`config.mk`:
```
export PLATFORM = sky130hd
export DESIGN_NAME = data_source
export DESIGN_NICKNAME = d
export VERILOG_FILES = /design/src/rtl/data_source_pkg.sv /design/src/rtl/data_source_rom.sv /design/src/rtl/data_source.sv
export SDC_FILE = /design/constraint.sdc
export NUM_CORES = 1
export LEC_CHECK = 0
export CAP_MARGIN = 20
export CORE_AREA = 4 4 41 43
export CTS_BUF_LIST = sky130_fd_sc_hd__clkbuf_16
export DETAILED_ROUTE_END_ITERATION = 7
export DIE_AREA = 0 0 45 47
export PLACE_DENSITY_LB_ADDON = 0.1
export SLEW_MARGIN = 20
export SYNTH_ARGS = -nofsm -noshare
export SYNTH_HDL_FRONTEND = slang
export SYNTH_SLANG_ARGS = --single-unit
```
`constraint.sdc`:
```
create_clock -name clk -period 1.2 [get_ports clk]
set_input_delay 0.18 -clock clk [delete_from_list [all_inputs] [get_ports clk]]
set_output_delay 0.18 -clock clk [all_outputs]
set_load 0.1 [all_outputs]
```
`src/rtl/data_source_pkg.sv`:
```
// Shared definitions for the data_source burst generator: widths, FSM states
// and the fixed 16-entry lookup table (entry i = (7*i + 3) mod 16).
package data_source_pkg;

  localparam int DEFAULT_ADDR_W = 4;
  localparam int DEFAULT_DATA_W = 4;
  localparam int ROM_DEPTH      = 16;
  localparam int ROM_W          = 4;

  typedef enum logic {
    IDLE = 1'b0,
    RUN  = 1'b1
  } state_t;

  // Entry i lives at bits [i*ROM_W +: ROM_W]; entry 15 is the leftmost nibble.
  localparam logic [ROM_DEPTH*ROM_W-1:0] ROM_TABLE = {
    4'hC, 4'h5, 4'hE, 4'h7, 4'h0, 4'h9, 4'h2, 4'hB,
    4'h4, 4'hD, 4'h6, 4'hF, 4'h8, 4'h1, 4'hA, 4'h3
  };

endpackage

```
`src/rtl/data_source_rom.sv`:
```
// Combinational lookup into the package table; the caller registers the result.
module data_source_rom
  import data_source_pkg::*;
#(
  parameter int ADDR_W = DEFAULT_ADDR_W,
  parameter int DATA_W = DEFAULT_DATA_W
) (
  input  logic [ADDR_W-1:0] addr,
  output logic [DATA_W-1:0] data
);

  localparam int DEPTH = 2 ** ADDR_W;

  logic [DATA_W-1:0] words [DEPTH];

  // Entries beyond the fixed table read as zero if the address space is widened.
  for (genvar gi = 0; gi < DEPTH; gi++) begin : g_word
    if (gi < ROM_DEPTH) begin : g_used
      assign words[gi] = DATA_W'(ROM_TABLE[gi*ROM_W +: ROM_W]);
    end else begin : g_unused
      assign words[gi] = '0;
    end
  end

  assign data = words[addr];

endmodule

```
`src/rtl/data_source.sv`:
```
// Burst generator: on ena while idle, plays the whole table out as registered
// address/data pairs, one per clock, then returns to idle.
module data_source
  import data_source_pkg::*;
#(
  parameter int ADDR_W = DEFAULT_ADDR_W,
  parameter int DATA_W = DEFAULT_DATA_W
) (
  input  logic              clk,
  input  logic              rst,
  input  logic              ena,
  output logic [ADDR_W-1:0] addr_out,
  output logic [DATA_W-1:0] data_out,
  output logic              valid_out
);

  // Declaration initialisers give the reset values at power-up as well.
  state_t            state_reg = IDLE;
  logic [ADDR_W-1:0] addr_reg  = '0;
  logic [DATA_W-1:0] data_reg  = '0;
  logic              valid_reg = 1'b0;

  logic [ADDR_W-1:0] rom_addr_next;
  logic [DATA_W-1:0] rom_data_next;

  // Look up the word for the address that will be presented after this edge.
  always_comb begin
    rom_addr_next = '0;
    if (state_reg == RUN) begin
      rom_addr_next = addr_reg + ADDR_W'(1);
    end
  end

  data_source_rom #(
    .ADDR_W(ADDR_W),
    .DATA_W(DATA_W)
  ) u_rom (
    .addr(rom_addr_next),
    .data(rom_data_next)
  );

  always_ff @(posedge clk) begin
    if (rst) begin
      state_reg <= IDLE;
      addr_reg  <= '0;
      data_reg  <= '0;
      valid_reg <= 1'b0;
    end else begin
      case (state_reg)
        IDLE: begin
          if (ena) begin
            state_reg <= RUN;
            addr_reg  <= '0;
            data_reg  <= rom_data_next;
            valid_reg <= 1'b1;
          end else begin
            addr_reg  <= '0;
            data_reg  <= '0;
            valid_reg <= 1'b0;
          end
        end
        RUN: begin
          // ena is deliberately ignored here: bursts are never retriggered.
          if (addr_reg == '1) begin
            state_reg <= IDLE;
            addr_reg  <= '0;
            data_reg  <= '0;
            valid_reg <= 1'b0;
          end else begin
            addr_reg  <= rom_addr_next;
            data_reg  <= rom_data_next;
            valid_reg <= 1'b1;
          end
        end
        default: begin
          state_reg <= IDLE;
          addr_reg  <= '0;
          data_reg  <= '0;
          valid_reg <= 1'b0;
        end
      endcase
    end
  end

  assign addr_out  = addr_reg;
  assign data_out  = data_reg;
  assign valid_out = valid_reg;

endmodule

```
==> impl_results.md <==
- Status: finished, final reports clean
- Peak supply drop: 778 uV
- Post-layout nets: 55
- Post-synthesis xor/xnor area fraction: 8.08%
- Primary FF master, synth: dfxtp_1
- GR Overflow Total: 0
- CTS tree: yes
- Cells after DPL: 60
- Register area share after synthesis: 55.4%
- Mux cell area share after synthesis: 0%
- Worst Hold Slack: 0.533 ns
- Power Density: 1600 nW/um^2
- Gate power share: 15.8%
- Die area: 2120 um^2
- RSZ-0062 raised after global routing: no
- Vias in the first global route: 285
- Area of the multi-input gates: 143 um^2
- Die height: 47 um
- Post-synth EDFFs: 0
- Static Leak: 0.282 nW
- Simple-gate share of the synthesized area: 19.6%
- Global-route wire length before repair: 1.13 mm
- Largest family of logic cells by synthesized area: simple AND/OR/NAND/NOR gates
- Clock slew at reported path FFs: 0.04 ns
- Initial DRT Pass Iterations: 4
- Seq. cell area: 196 um^2
- All-Layer GR Usage: 8.00%
- Register bit count reported by yosys: 9
- Antenna violations before repair: 0
- Insertion delay to the later sink of the worst-skew pair: 0.23 ns
- Worst min path class: reg -> reg
- Initial Utilization: 25.0%
- Mean cell area of the mapped netlist: 9.57 um^2
- Top cells by count, synth: 9 x dfxtp_1, 4 x inv_1, 4 x nor2_1
- CTS root buffer: clkbuf_16
- Synth Area in Compound Gates: 8.46%
- Slew headroom: 82.4%
- CP startpoint kind: flop
- Yosys warnings: 0
- Flop pwr share: 30.5%
- CTS Sinks: 9
- Post-route ant nets: 0
- Dominant cells by area after synthesis: dfxtp_1 55%, xor2_1 5.4%, a21oi_1 4.6%, nand3_1 4.6%, inv_1 4.6%
- Clock power share: 53.7%
- Non-Filler Instances: 65
- Yosys cell types: 14
- Met1 Usage GRT: 7.34%
- Largest net degree at the start of global routing: 9
- # fillers: 122
- Kind of critical path: reg -> reg
- Max Freq: 874 MHz
- Post-synthesis cell count: 34
- CP max FO: 4
- Psw: 255 uW
- Clock skew: 0.00225 ns
- Floorplan core area: 1300 um^2
- Via count: 294
- Ys async rst share: 0%
- Post-layout minimum cycle time: 1.14 ns
- DP HPWL: 542 um
- Adder-cell share of the synthesized area: 3.85%
- Critical Path Sink Type: flop
- Yosys top cell area share: 55.4%
- N_diodes: 0
- Clock Tree Buf Depth: 2
- Synth area leader: dfxtp_1
- GRT busiest layer: met2
- Worst slew pin tran: 0.263 ns
- DR WL/cell: 10.9 um
- Met3 usage: 3.83%
- Met2 Use GR: 13.3%
- Final GP Congestion: 0.662
- Switching Share: 24.2%
- Ports: 12
- Arrival @ worst endpoint: 1.31 ns
- Die width: 45 um
- Max Cap Viol: 0
- Row count: 13
- Drt via density: 4.52
- Internal power: 801 uW
- Ratio of cells with drive above 1 in the final layout: 38.0%
- Final Hold Viols: 0
- Crit share post-route: 95.4%
- PostCTS Resize Cnt: 0
- TritonCTS buffer count: 3
- Synth-to-Final Area Change: 103%
- WP data required: 1.36 ns
- H-tree depth: 1
- Final-report setup violation count: 0
- Most numerous cell in the Yosys netlist: dfxtp_1
- Net count after synthesis: 38
- Drt drc: 0
- Iteration-0 DRC Markers: 4
- Final Max Slew Viols: 0
- PortBufs: 11
- Final WL: 709 um
- Mapped Area: 325 um^2
-- sequential cells by signal, summed over array words and instances, names as in the netlist --
name / cells
addr_out: 4
data_out: 4
valid_out: 1
-- worst max-delay path, cell delays in order (launching register included) --
cell and delay [ns]:
dfxtp_4 0.36, ha_4 0.18, xnor2_1 0.12, or3_1 0.30, a21oi_1 0.12
-- metal layers --
metal	up-vias	wire length [um]
li1	149	-
met1	134	280
met2	9	370
met3	2	54
met4	0	4
met5	-	0
-- cell usage in the layout (no fill, tap or decap) --
cell type and n:
dfxtp_4 4, xor2_1 2, nor2_1 4, o211ai_1 1, o21ai_0 1, clkdlybuf4s50_1 2
dfxtp_1 4, a21oi_1 3, buf_4 1, and3b_1 1, clkbuf_16 3, or3_1 1
dfxtp_2 1, nand4_1 1, xnor2_1 1, inv_1 5, and3_1 2, nand3_1 3
ha_4 1, buf_12 9
-- per-stage QoR --
step                instance area (um^2)  TNS [ns]  util (%)  total power, mW  setup slack, ns
finish                               659         0      50.7             1.06           0.0553
global route                         659         0      50.7             1.10          0.00485
CTS                                  652         0      50.1             1.07           0.0378
detailed placement                   573         0      44.0            0.492           0.0546
global placement                     573         0      44.0            0.492           0.0636
floorplan                            354   -0.0939         -            0.424          -0.0939
-- final timing paths --
kind	cells past startpoint	endpoint	slack, ns	startpoint
min reg2reg	1	data_out[0]	0.53	valid_out
max reg2reg	4	data_out[3]	0.06	addr_out[1]
max	4	data_out[3]	0.06	addr_out[1]
min	1	data_out[0]	0.53	valid_out
-- power by group through the flow --
stage / Combinational, mW / Clock, mW / Sequential [mW]
after floorplan: 0.0161 / 0 / 0.408
after global placement: 0.163 / 0 / 0.328
after detailed placement: 0.164 / 0 / 0.329
after CTS: 0.164 / 0.582 / 0.325
after global routing: 0.173 / 0.603 / 0.324
final: 0.167 / 0.567 / 0.323
-- cell type report --
class / count / share of cell area (%)
Clock buffer: 3 / 11.4
Clock inverter: 1 / 0.569
Inverter: 4 / 2.28
Multi-Input combinational cell: 21 / 21.6
Sequential cell: 9 / 29.8
Tap cell: 15 / 2.85
Timing Repair Buffer: 12 / 31.5
-- cell families (layout without fill, tap and decap cells) --
group	count (synthesis)	after routing
compound gates	5	5
flops	9	9
buf+inv	4	20
fa+ha+maj	1	1
xor+xnor	3	3
simple gates	12	12
-- timing repair --
item / in CTS / in global routing
endpoints found under the setup margin: 0 / 1
setup buffers: 0 / 1
hold buffers: 0 / 0
No activity file was read; power rests on OpenSTA's default activity.
